==> src/rtl/seg7_pkg.sv <==
// Shared 7-segment pattern constants (active-low, bit order g..a) used by the
// encoder and decoder sides, plus the decode result type.
package seg7_pkg;

  localparam logic [6:0] SEG_0     = 7'b1000000;
  localparam logic [6:0] SEG_1     = 7'b1111001;
  localparam logic [6:0] SEG_2     = 7'b0100100;
  localparam logic [6:0] SEG_3     = 7'b0110000;
  localparam logic [6:0] SEG_4     = 7'b0011001;
  localparam logic [6:0] SEG_5     = 7'b0010010;
  localparam logic [6:0] SEG_6     = 7'b0000010;
  localparam logic [6:0] SEG_7     = 7'b1111000;
  localparam logic [6:0] SEG_7_ALT = 7'b1011000;
  localparam logic [6:0] SEG_8     = 7'b0000000;
  localparam logic [6:0] SEG_9     = 7'b0010000;
  localparam logic [6:0] SEG_9_ALT = 7'b0011000;

  localparam logic [6:0] SEG_HEX_A = 7'b0001000;
  localparam logic [6:0] SEG_HEX_B = 7'b0000011;
  localparam logic [6:0] SEG_HEX_C = 7'b1000110;
  localparam logic [6:0] SEG_HEX_D = 7'b0100001;
  localparam logic [6:0] SEG_HEX_E = 7'b0000110;
  localparam logic [6:0] SEG_HEX_F = 7'b0001110;

  localparam logic [6:0] SEG_BLANK    = 7'h7F;
  localparam logic [3:0] CODE_INVALID = 4'hF;

  typedef struct packed {
    logic [3:0] code;
    logic       inv;
  } seg_decode_t;

endpackage

==> src/rtl/seg7_pattern_decode.sv <==
// Combinational segment-pattern to digit-code decoder.
// Define SEG7_DEC_HEX_EN to also accept the A..F letter glyphs.
module seg7_pattern_decode
  import seg7_pkg::*;
(
  input  logic [6:0]  segments,
  output seg_decode_t decode
);

  // NOTE: every output of an always_comb gets a default first so no path
  // leaves it unassigned, which would otherwise infer a latch.
  always_comb begin
    decode.code = CODE_INVALID;
    decode.inv  = 1'b1;
    case (segments)
      SEG_0:            begin decode.code = 4'h0; decode.inv = 1'b0; end
      SEG_1:            begin decode.code = 4'h1; decode.inv = 1'b0; end
      SEG_2:            begin decode.code = 4'h2; decode.inv = 1'b0; end
      SEG_3:            begin decode.code = 4'h3; decode.inv = 1'b0; end
      SEG_4:            begin decode.code = 4'h4; decode.inv = 1'b0; end
      SEG_5:            begin decode.code = 4'h5; decode.inv = 1'b0; end
      SEG_6:            begin decode.code = 4'h6; decode.inv = 1'b0; end
      SEG_7, SEG_7_ALT: begin decode.code = 4'h7; decode.inv = 1'b0; end
      SEG_8:            begin decode.code = 4'h8; decode.inv = 1'b0; end
      SEG_9, SEG_9_ALT: begin decode.code = 4'h9; decode.inv = 1'b0; end
`ifdef SEG7_DEC_HEX_EN
      SEG_HEX_A:        begin decode.code = 4'hA; decode.inv = 1'b0; end
      SEG_HEX_B:        begin decode.code = 4'hB; decode.inv = 1'b0; end
      SEG_HEX_C:        begin decode.code = 4'hC; decode.inv = 1'b0; end
      SEG_HEX_D:        begin decode.code = 4'hD; decode.inv = 1'b0; end
      SEG_HEX_E:        begin decode.code = 4'hE; decode.inv = 1'b0; end
      SEG_HEX_F:        begin decode.code = 4'hF; decode.inv = 1'b0; end
`endif
      default: ;
    endcase
  end

endmodule

==> src/rtl/seg7_scan_decoder.sv <==
// Receive-side monitor for a multiplexed active-low 7-segment bus: debounces each
// digit's pattern and publishes per-digit codes and a frame-complete pulse.
// Letter glyphs decode only when SEG7_DEC_HEX_EN is defined (see seg7_pattern_decode).
module seg7_scan_decoder
  import seg7_pkg::*;
#(
  parameter int NUM_DIGITS = 4,
  parameter int STABLE_CNT = 3
) (
  input  logic                    clock,
  input  logic                    reset_n,
  input  logic                    sample_en,
  input  logic [6:0]              segments,
  input  logic [NUM_DIGITS-1:0]   digit_sel,
  output logic [4*NUM_DIGITS-1:0] digit_code,
  output logic [NUM_DIGITS-1:0]   digit_inv,
  output logic                    frame_valid,
  output logic                    sel_err
);

  localparam int              CW      = $clog2(STABLE_CNT + 1);
  localparam logic [CW-1:0]   CNT_MAX = CW'(STABLE_CNT);

  logic [6:0]              r_cand [NUM_DIGITS];
  logic [CW-1:0]           r_cnt  [NUM_DIGITS];
  logic [NUM_DIGITS-1:0]   r_refreshed;
  logic [4*NUM_DIGITS-1:0] r_digit_code;
  logic [NUM_DIGITS-1:0]   r_digit_inv;
  logic                    r_sel_err;

  logic [NUM_DIGITS-1:0]   w_sel;
  logic                    w_multi;
  logic                    w_onehot;
  logic [NUM_DIGITS-1:0]   w_hit;
  logic [NUM_DIGITS-1:0]   w_refresh;
  logic [CW-1:0]           w_cnt_next [NUM_DIGITS];
  seg_decode_t             w_decode;

  // One shared decoder: only the selected digit's pattern is on the bus.
  seg7_pattern_decode u_decode (
    .segments (segments),
    .decode   (w_decode)
  );

  assign w_sel    = ~digit_sel;
  assign w_multi  = |(w_sel & (w_sel - 1'b1));
  assign w_onehot = (|w_sel) & ~w_multi;

  always_comb begin
    for (int k = 0; k < NUM_DIGITS; k++) begin
      w_hit[k] = sample_en & w_onehot & w_sel[k];
      if (segments != r_cand[k])
        w_cnt_next[k] = CW'(1);
      else if (r_cnt[k] == CNT_MAX)
        w_cnt_next[k] = CNT_MAX;
      else
        w_cnt_next[k] = r_cnt[k] + CW'(1);
      w_refresh[k] = w_hit[k] && (w_cnt_next[k] == CNT_MAX);
    end
  end

  // NOTE: sequential state uses non-blocking assignments so every flop samples
  // the pre-edge values, independent of statement order.
  always_ff @(posedge clock or negedge reset_n) begin
    if (!reset_n) begin
      // NOTE: the candidate/count arrays are plain flops, not RAM, so they are
      // reset like any other state; a stale candidate must not survive reset.
      for (int k = 0; k < NUM_DIGITS; k++) begin
        r_cand[k] <= SEG_BLANK;
        r_cnt[k]  <= '0;
      end
      r_refreshed  <= '0;
      r_digit_code <= '0;
      r_digit_inv  <= '1;
      r_sel_err    <= 1'b0;
    end else begin
      r_sel_err <= sample_en & w_multi;
      for (int k = 0; k < NUM_DIGITS; k++) begin
        if (w_hit[k]) begin
          r_cand[k] <= segments;
          r_cnt[k]  <= w_cnt_next[k];
        end
        if (w_refresh[k]) begin
          r_digit_code[4*k +: 4] <= w_decode.code;
          r_digit_inv[k]         <= w_decode.inv;
        end
      end
      // A full mask is reported for one cycle, then cleared; refreshes landing
      // on the clearing edge seed the next frame.
      if (&r_refreshed)
        r_refreshed <= w_refresh;
      else
        r_refreshed <= r_refreshed | w_refresh;
    end
  end

  assign digit_code  = r_digit_code;
  assign digit_inv   = r_digit_inv;
  assign frame_valid = &r_refreshed;
  assign sel_err     = r_sel_err;

endmodule

==> config.mk <==
export PLATFORM = sky130hd
export DESIGN_NAME = seg7_scan_decoder
export DESIGN_NICKNAME = d
export VERILOG_FILES = /design/src/rtl/seg7_pkg.sv /design/src/rtl/seg7_pattern_decode.sv /design/src/rtl/seg7_scan_decoder.sv
export SDC_FILE = /design/constraint.sdc
export NUM_CORES = 1
export LEC_CHECK = 0
export CORE_MARGIN = 2
export CORE_UTILIZATION = 50
export CTS_CLUSTER_SIZE = 8
export DETAILED_ROUTE_END_ITERATION = 7
export GPL_ROUTABILITY_DRIVEN = 1
export PLACE_DENSITY_LB_ADDON = 0.1
export SLEW_MARGIN = 20
export SYNTH_ARGS = -nofsm -noshare
export SYNTH_HDL_FRONTEND = slang
export SYNTH_SLANG_ARGS = --single-unit
==> constraint.sdc <==
create_clock -name clock -period 1.74 [get_ports clock]
set_input_delay 0.522 -clock clock [delete_from_list [all_inputs] [get_ports clock]]
set_output_delay 0.522 -clock clock [all_outputs]
set_load 0.05 [all_outputs]
== After elaboration in Yosys (flattened, before gate mapping) ==
Cells that the tools add are included.

* Logic and storage cells: 77
* Output and inout bits: 22
* Input bits: 14
* Flip-flop bits (word level): 61

* Equality and inequality tests: 23
* Muxes and demuxes: 10
* Add/subtract/negate cells: 5
* Bitwise operators: 11
* Reduce and logical (&&, ||, !) cells: 10

{| class="wikitable"
|+ Operators with widths
! cell !! number
|-
| one-hot mux 5 bit (10 select lines) || 1
|-
| == test 7 x 5 -> 1 bit, second input constant || 4
|-
| == test 7 bit, second input constant || 4
|-
| != test 7 bit || 4
|-
| == test 2 bit, second input constant || 8
|-
| 2-to-1 mux 2 bit || 8
|-
| == test 7 x 6 -> 1 bit, second input constant || 2
|-
| adder 2 x 1 -> 2 bit, second input constant || 4
|-
| OR reduction 4 bit || 2
|-
| AND 1 bit || 7
|-
| == test 7 x 2 -> 1 bit, second input constant || 1
|-
| zero test 7 bit || 1
|-
| AND 4 bit || 1
|-
| logical AND 1 bit || 4
|-
| 2-to-1 mux 4 bit || 1
|-
| NOT 4 bit || 1
|-
| bitwise OR 4 bit || 1
|-
| AND reduction 4 bit || 1
|-
| OR reduction 2 bit || 2
|-
| subtractor 4 x 1 -> 4 bit, second input constant || 1
|-
| NOT 1 bit || 1
|}

== Depth between registers and ports, before layout ==
Gate-level depths: netlist (run 1).

* Depth after elaboration: 11
* Depth in mapped cells: 7
* Mapped depth without buffers: 5

== By module ==
A second synthesis (run 1) with hierarchy kept.

* Cell total of the unflattened synthesis: 250
* Area, all modules: 3089.2 um^2

{| class="wikitable"
|+ By module, submodules not included
! module !! area each (um^2) !! sequential area each (um^2) !! cells an instance !! instances
|-
| seg7_scan_decoder || 2831.5 || 1566.5 || 210 || 1
|-
| seg7_pattern_decode || 257.7 || 0.0 || 40 || 1
|}

== Worst setup path after synthesis (run 1) ==
Ideal clock, no wire load.

* Path type: input -> register
* Start point: in segments[3]
* End point: reg r_digit_code[12] (netlist: digit_code[12])
* Arrival: 1927 ps
* Setup slack: -312 ps
* Stages: 7
* Setup time: 125 ps
* Path through: clkbuf_1 -> buf_2 -> xnor2_1 -> nand2_1 -> nor4_1 -> nand2_1 -> mux2_2

* Longest elaborated chain between the ends: 4
* Elaborated cells between the ends (all ways): 19
* Classes of those cells: eq/ne: 13; mux: 2; reduce/logical: 4

{| class="wikitable"
|+ Ends and longest elaborated chain
! element !! RTL line !! RTL
|-
| from (decl) || seg7_scan_decoder.sv:13 || <nowiki>input logic [6:0] segments,</nowiki>
|-
| branches (longest 4 deep; another with one-hot mux 5 bit (10 select lines)) || n/a ||
|-
| to (signal, indexed assignment) || seg7_scan_decoder.sv:84 || <nowiki>r_digit_code[4*k +: 4] <= w_decode.code;</nowiki>
|-
| to (decl) || seg7_scan_decoder.sv:27 || <nowiki>logic [4*NUM_DIGITS-1:0] r_digit_code;</nowiki>
|}

Several ways; the timed one is not identified.
A chain may end at the register's enable or synchronous reset.

== Worst setup path after layout (run 1) ==
* Start point: reg r_cand[12] in the netlist's numbering
* End point: reg r_digit_code[8] (netlist: digit_code[8])

* Longest elaborated chain between the ends: 4

{| class="wikitable"
|+ Ends and longest elaborated chain
! element !! RTL line !! RTL
|-
| from (decl) || seg7_scan_decoder.sv:24 || <nowiki>logic [6:0] r_cand [NUM_DIGITS];</nowiki>
|-
| from (signal, indexed assignment) || seg7_scan_decoder.sv:80 || <nowiki>r_cand[k] <= segments;</nowiki>
|-
| != test 7 bit || seg7_scan_decoder.sv:52 || <nowiki>if (segments != r_cand[k])</nowiki>
|-
| 2-to-1 mux 2 bit || seg7_scan_decoder.sv:52 ||
|-
| == test 2 bit || seg7_scan_decoder.sv:58 || <nowiki>w_refresh[k] = w_hit[k] && (w_cnt_next[k] == CNT_MAX);</nowiki>
|-
| logical AND 1 bit || seg7_scan_decoder.sv:58 ||
|}

No other way between the ends.

==> summary.txt, run 1 <==
Status
  • Status: finished with violations
  • Violated checks: negative setup slack

STA
  • Final setup TNS: -0.550 ns
  • Fin. Hold Viols: 0
  • Max Clock Freq: 553 MHz
  • Post-route clock period utilization: 104%
  • RSZ-0062 raised after global routing: yes
  • Fin. max-slew vios: 0
  • Slew @ Worst Pin: approximately 0.37 ns
  • # setup viols final: 16
  • Clock Skews: 0.0121 ns
  • Slew headroom: 75.4%
  • Tmin final: 1.81 ns
  • Worst path setup slack after routing: -0.0690 ns

Route
  • Number of antenna-violating nets in the routed design: 0
  • Vias: approximately 2.7k
  • Detail-routed via count per cell: 5.46
  • Residual DRC: 0
  • Drt wl/cell: 18.4 um
  • First-pass detailed-route iteration total: 4
  • DRT Wirelength: 8990 um
  • DRT iter0 DRCs: between 100 and 150

Logic synthesis
  • Post-synth EDFFs: 0
  • Syn_nets: about 330
  • Largest cells by area after synthesis: dfstp_2 27%, dfrtp_1 23%, nand2_1 11%
  • Sequential share of the synthesized area: 50.0%
  • Top-count cell post-synth: nand2_1
  • Warnings, synthesis: 0
  • Top-area cell type share of the netlist area: a little over a quarter
  • Top_reg_cell synth: dfstp_2
  • Post-synth top area cell: dfstp_2
  • Synth cell types: 44
  • Gate count of the mapped netlist: 313
  • Synth Cell Area: 0.00313 mm^2
  • Commonest cells post-synth: 91 x nand2_1, 32 x dfstp_2, 29 x dfrtp_1
  • Ys async rst share: 100%
  • Synthesized area per cell: 10.0 um^2
  • Yosys reg bits: 61

Cells and area
  • Final core occ: 83.8%
  • Final std cells w/o fill: between 400 and 500
  • Total Nets Final: 423
  • Area delta synth->final: 60.4%
  • Share of layout cells above drive strength 1: 57.5%
  • Diodes inserted: 0

Pwr
  • Leakage: approximately 2.3 nW
  • Switching Share: 31.0%
  • Sequential share of power: a little under half
  • Pwr Density: 801 mW/mm^2
  • Switching component of the power: 1.25 mW
  • Max IR drop VDD: between 0.8 and 0.9 mV
  • Final Power: 4.02 mW
  • Pint: 2.78 mW
  • Clk pwr share: about 27%
  • Combinational power share: between 20% and 30%

Global routing
  • Largest net degree at the start of global routing: 62
  • Vias in the first global route: 2716
  • Number of antenna violations at the first check in global routing: 0
  • GR Overflow Total: 0
  • First-pass GRT wire length: 14300 um
  • Gr usage total: 26.7%

Clocking
  • Clk Latency, worst-skew pair: roughly 0.35 ns
  • CTS tree: done
  • Max Buffers Root-to-Sink: 2
  • Root Buffer: clkbuf_8
  • Clock buffer count from CTS: 9
  • H-Tree Depth: 3
  • Clock sink count: 61
  • Clock transition at path regs: around 0.07 ns

Placement
  • Gpl congestion: 0.844
  • IO Port Bufs: 35
  • Final HPWL DP: 5300 um
  • Placed insts: 456
  • Place WS: -0.822 ns

Worst setup path
  • Critical Path RT: 1.97 ns
  • CP endpoint kind: register
  • Worst EP arrival: between 2 and 2.5 ns
  • Crit path max fanout: 6
  • Crit Path Class: reg2reg
  • Setup crit start kind: register

Floorplanning
  • DIE HEIGHT: around 83 um
  • Die area: ~0.007 mm^2
  • Site Rows: 28
  • Initial core utilization: 52.3%
  • Core ar.: 0.00599 mm^2
  • Die X: 83.1 um
  • IO Count: 36

Hold path
  • Tightest Hold Check Type: in2async

Flow run
  • Max Cap Viol: 0
==> layout make-up <==
class / count / area (um^2)
multi-input cells: 227 / 1960
flip-flops and latches: 61 / 1570
repair buffers: 104 / 1220
fillers: 318 / 970
clock buffers: 11 / 131
well taps: 75 / 93.8
clock inverters: 5 / 28.8
inverters: 6 / 22.5
==> sequential cells by signal, summed over array words and instances, names as in the netlist <==
| name | count |
|---|---|
| digit_code | 16 |
| digit_inv | 4 |
| r_cand | 28 |
| r_cnt | 8 |
| r_refreshed | 4 |
| sel_err | 1 |
==> per-stage QoR <==
stage	hold WS [ns]	cell area [um^2]
6_report	0.166	5020
5_1_grt	0.195	5020
4_1_cts	0.186	4780
3_5_place_dp	0.458	4310
3_3_place_gp	0.451	4310
2_1_floorplan	0.226	3420
==> routing by layer <==
metal	GRT usage (%)	share of wire [%]	vias up
met1	35.6	42	1334
met4	6.26	2.1	0
met3	7.06	3.6	18
met2	43.8	52	67
li1	-	-	1251
met5	0	0	-
==> kinds of logic (layout without fill, tap and decap cells) <==
group,count (synthesis),in the layout,synth area share (%)
multiplexers,27,27,9.67
flip-flops,61,61,50.0
XOR/XNOR,29,29,8.11
adder cells (fa/ha/maj),1,1,0.320
AO/OA/AOI/OAI,26,26,5.64
AND/OR/NAND/NOR,144,144,22.3
buffers and inverters,25,126,3.88
==> power groups by stage <==
| stage | registers [mW] | logic [mW] | clock network (mW) |
|---|---|---|---|
| 2_1_floorplan | 1.85 | 0.545 | 0 |
| 3_3_place_gp | 1.85 | 0.777 | 0 |
| 3_5_place_dp | 1.86 | 0.800 | 0 |
| 4_1_cts | 1.85 | 0.917 | 1.09 |
| 5_1_grt | 1.90 | 1.15 | 1.17 |
| 6_report | 1.88 | 1.07 | 1.08 |
==> critical path, cell delays in order (launching register included) <==
cell,delay (ns)
dfstp_2,0.59
xnor2_4,0.13
nand2_2,0.10
nor4_4,0.38
nand2_4,0.17
mux2_4,0.33
==> timing repair <==
action | CTS | global route
gates resized for setup | 81 | 34
setup endpoints to repair | 33 | 26
setup buffers | 8 | 6
hold buffers | 0 | 0
endpoints found under the hold margin | 0 | 0
gates cloned | 3 | 0
pin swaps | 20 | 19
==> cells in the final DEF, fill, tap and decap left out, types with 2 or more instances in the layout <==
cell / n
a2bb2oi_1: 2
a31oi_1: 3
buf_12: 26
buf_2: 8
buf_4: 51
buf_6: 13
bufbuf_16: 2
clkbuf_1: 2
clkbuf_8: 9
clkdlybuf4s15_2: 3
clkinv_2: 4
dfrtp_1: 29
dfstp_2: 32
inv_1: 6
mux2_1: 3
mux2_2: 15
mux2_4: 8
nand2_1: 84
nand2_2: 7
nand2_4: 2
nand3_1: 5
nand3_2: 4
nand3b_1: 2
nand4_1: 2
nor2_1: 9
nor3_1: 2
nor3_2: 2
nor3b_4: 2
nor4_4: 5
nor4b_2: 2
o21ai_0: 8
o21ai_2: 2
xnor2_1: 7
xnor2_2: 14
xnor2_4: 7
==> path summary, 6_finish.rpt <==
path / from / to / slack (ns) / depth (start not counted)
worst max-delay path: r_cand[12]$_DFFE_PN1P_ / digit_code[8]$_DFFE_PN0P_ / -0.07 / 5
worst min-delay path: reset_n / sel_err$_DFF_PN0_ / 0.17 / 2
worst max register to register: r_cand[12]$_DFFE_PN1P_ / digit_code[8]$_DFFE_PN0P_ / -0.07 / 5
worst min register to register: r_cand[7]$_DFFE_PN1P_ / r_cand[7]$_DFFE_PN1P_ / 0.48 / 2
max in group asynchronous: reset_n / r_cand[20]$_DFFE_PN1P_ / 1.25 / 2
min in group clock: digit_sel[2] / sel_err$_DFF_PN0_ / 0.33 / 2
(Power assumes the default switching activity.)
==> run 2, diff against run 1 <==
--- a/config.mk
+++ b/config.mk
@@ -11,6 +11,7 @@
 export DETAILED_ROUTE_END_ITERATION = 7
 export GPL_ROUTABILITY_DRIVEN = 1
 export PLACE_DENSITY_LB_ADDON = 0.1
+export SETUP_SLACK_MARGIN = 0.5
 export SLEW_MARGIN = 20
 export SYNTH_ARGS = -nofsm -noshare
 export SYNTH_HDL_FRONTEND = slang
==> run 2 against run 1 <==
- the run still ends with negative setup slack left
- critical path depth up 1
- core utilization grew 8.8 points
- clock power up 49%
- sequential cell count unchanged
- worst hold slack worse by 0.0051 ns
- final area is 11% higher
- critical endpoint is now digit_code[13]$_DFFE_PN0P_
- highest routed layer unchanged
==> summary.txt, run 2 (synthesis results as in run 1) <==
Route
  • Vias: 3164
  • Drt wl/cell: 24.3 um
  • Number of antenna-violating nets in the routed design: 0
  • Residual DRC: 0
  • DRT iter0 DRCs: 360
  • Detail-routed via count per cell: 6.11
  • DRT Wirelength: roughly 13000 um
  • First-pass detailed-route iteration total: 5

STA
  • Worst path setup slack after routing: -0.184 ns
  • Post-route clock period utilization: 111%
  • Fin. max-slew vios: 0
  • # setup viols final: 22
  • Slew @ Worst Pin: 0.407 ns
  • Tmin final: 1.92 ns
  • Slew headroom: 72.8%
  • RSZ-0062 raised after global routing: yes
  • Clock Skews: 0.00969 ns
  • Fin. Hold Viols: 0
  • Max Clock Freq: 520 MHz
  • Final setup TNS: -1.92 ns

Cells and area
  • Leading cell type in the layout, fill and taps excluded: nand2_1
  • Most frequent cells in the layout: 80 x nand2_1, 63 x buf_4, 32 x dfstp_2
  • Design Area, Final: roughly 0.0055 mm^2
  • Diodes inserted: 0
  • Max FFs per register: 28
  • Share of layout cells above drive strength 1: 64.6%
  • Reg with most FFs: r_cand
  • Area delta synth->final: 77.3%
  • Total Nets Final: 452

Flow run
  • Max Cap Viol: 0

Clocking
  • CTS tree: done
  • Hold_buf cts: 0
  • Max Buffers Root-to-Sink: 2
  • Clk Latency, worst-skew pair: approximately 0.36 ns
  • Clock transition at path regs: 0.08 ns
  • H-Tree Depth: 3
  • Clock sink count: 61
  • Clock buffer count from CTS: 9
  • Root Buffer: clkbuf_8

Floorplanning
  • IO Count: 36
  • Die area: 0.00691 mm^2
  • Site Rows: 28
  • Die X: 83.1 um
  • Core ar.: approximately 0.006 mm^2
  • Initial core utilization: 52.3%
  • DIE HEIGHT: about 83 um

Pwr
  • Leakage: ~2.6 nW
  • Max IR drop VDD: roughly 1.2 mV
  • Pwr Density: 853 mW/mm^2

Global routing
  • Largest net degree at the start of global routing: 62
  • First-pass GRT wire length: 16700 um
  • GR Overflow Total: 0
  • Vias in the first global route: between 3k and 4k
  • Gr usage total: 31.7%
  • Number of antenna violations at the first check in global routing: 0

Worst setup path
  • Worst EP arrival: 2.16 ns
  • Worst path max stage delay: about 0.60 ns
  • Slowest cell on crit path: dfstp_2
  • Crit Path Class: reg2reg
  • CP endpoint kind: register
  • Setup crit start kind: register
  • Worst-path cell chain: xnor2_2 -> nand2_1 -> nor4_2 -> nand2_1 -> buf_6 -> mux2_4
  • Crit path max fanout: 6
  • Critical Path RT: between 1.5 and 2 ns
  • Most used cell, CP: nand2_1

Status
  • Status: finished with violations
  • Violated checks: negative setup slack

Placement
  • Gpl congestion: 0.841
  • Post-DP Area: about 0.0043 mm^2
  • IO Port Bufs: 35
  • Final HPWL DP: 5210 um

Hold path
  • Tightest Hold Check Type: in2async
-- run 2: cell count changes in the layout (fill, tap and decap cells not counted), sizes merged --
cell           before  now
buf                99  132
bufbuf              2    1
bufinv              0    3
clkbuf             11   10
clkdlybuf4s15       3    0
clkinv              5    1
clkinvlp            0    2
-- run 2: power breakdown --
group | internal, mW | switching (mW)
Combinational | 0.621 | 0.604
Sequential | 1.69 | 0.205
Clock | 0.988 | 0.625
-- run 2: area by class of cell --
type	instances	area, um^2
Clock buffer	10	138
Clock inverter	6	110
Fill cell	177	442
Inverter	6	25.0
Multi-Input combinational cell	227	2080
Sequential cell	61	1570
Tap cell	75	93.8
Timing Repair Buffer	133	1540
-- run 2: worst max-delay path: cells and delay by family (launching register included) --
| kind | cells | cell delay [ns] |
|---|---|---|
| buf+inv | 1 | 0.17 |
| flops | 1 | 0.60 |
| mux | 1 | 0.31 |
| simple gates | 3 | 0.55 |
| xor+xnor | 1 | 0.15 |
-- run 2: path summary, 6_finish.rpt --
path                                        start                    endpoint  slack (ns)  cells past startpoint
max reg2reg                 r_cand[5]$_DFFE_PN1P_  digit_code[13]$_DFFE_PN0P_       -0.18                      6
max in group asynchronous                 reset_n      r_cand[27]$_DFFE_PN1P_        1.25                      2
min reg2reg                r_cand[11]$_DFFE_PN1P_      r_cand[11]$_DFFE_PN1P_        0.48                      2
max                         r_cand[5]$_DFFE_PN1P_  digit_code[13]$_DFFE_PN0P_       -0.18                      6
min in group clock                      sample_en           sel_err$_DFF_PN0_        0.43                      3
min                                       reset_n   digit_code[9]$_DFFE_PN0P_        0.16                      2
-- run 2: routing by layer --
layer	global-route usage (%)	vias to the layer above	part of all wire [%]
li1	-	1302	-
met1	34.6	1579	36
met2	57.3	208	51
met3	8.35	75	6.7
met4	14.3	0	6.0
met5	0	-	0
-- run 2: what timing repair did --
item,CTS,global route
buffers inserted,30,17
pin swaps,36,21
gates cloned,4,0
endpoints found under the setup margin,83,62
gates resized for setup,136,29
-- run 2: per-stage QoR --
stage | hold WS (ns) | power [mW] | setup WS [ns] | util [%] | instances
after floorplan | 0.226 | 2.43 | -0.109 | - | 313
after global placement | 0.452 | 2.66 | -0.748 | 72.6 | 451
after detailed placement | 0.456 | 2.70 | -0.833 | 72.6 | 451
after CTS | 0.187 | 4.50 | -0.0312 | 88.3 | 501
after global routing | 0.192 | 4.87 | -0.196 | 92.6 | 518
final | 0.161 | 4.74 | -0.184 | 92.6 | 518
==> run 3, diff against run 2 <==
--- a/config.mk
+++ b/config.mk
@@ -5,6 +5,7 @@
 export SDC_FILE = /design/constraint.sdc
 export NUM_CORES = 1
 export LEC_CHECK = 0
+export CAP_MARGIN = 40
 export CORE_MARGIN = 2
 export CORE_UTILIZATION = 50
 export CTS_CLUSTER_SIZE = 8
==> results of run 3 <==
Same layout as run 2: the final DEF is identical, and so are final timing and power.
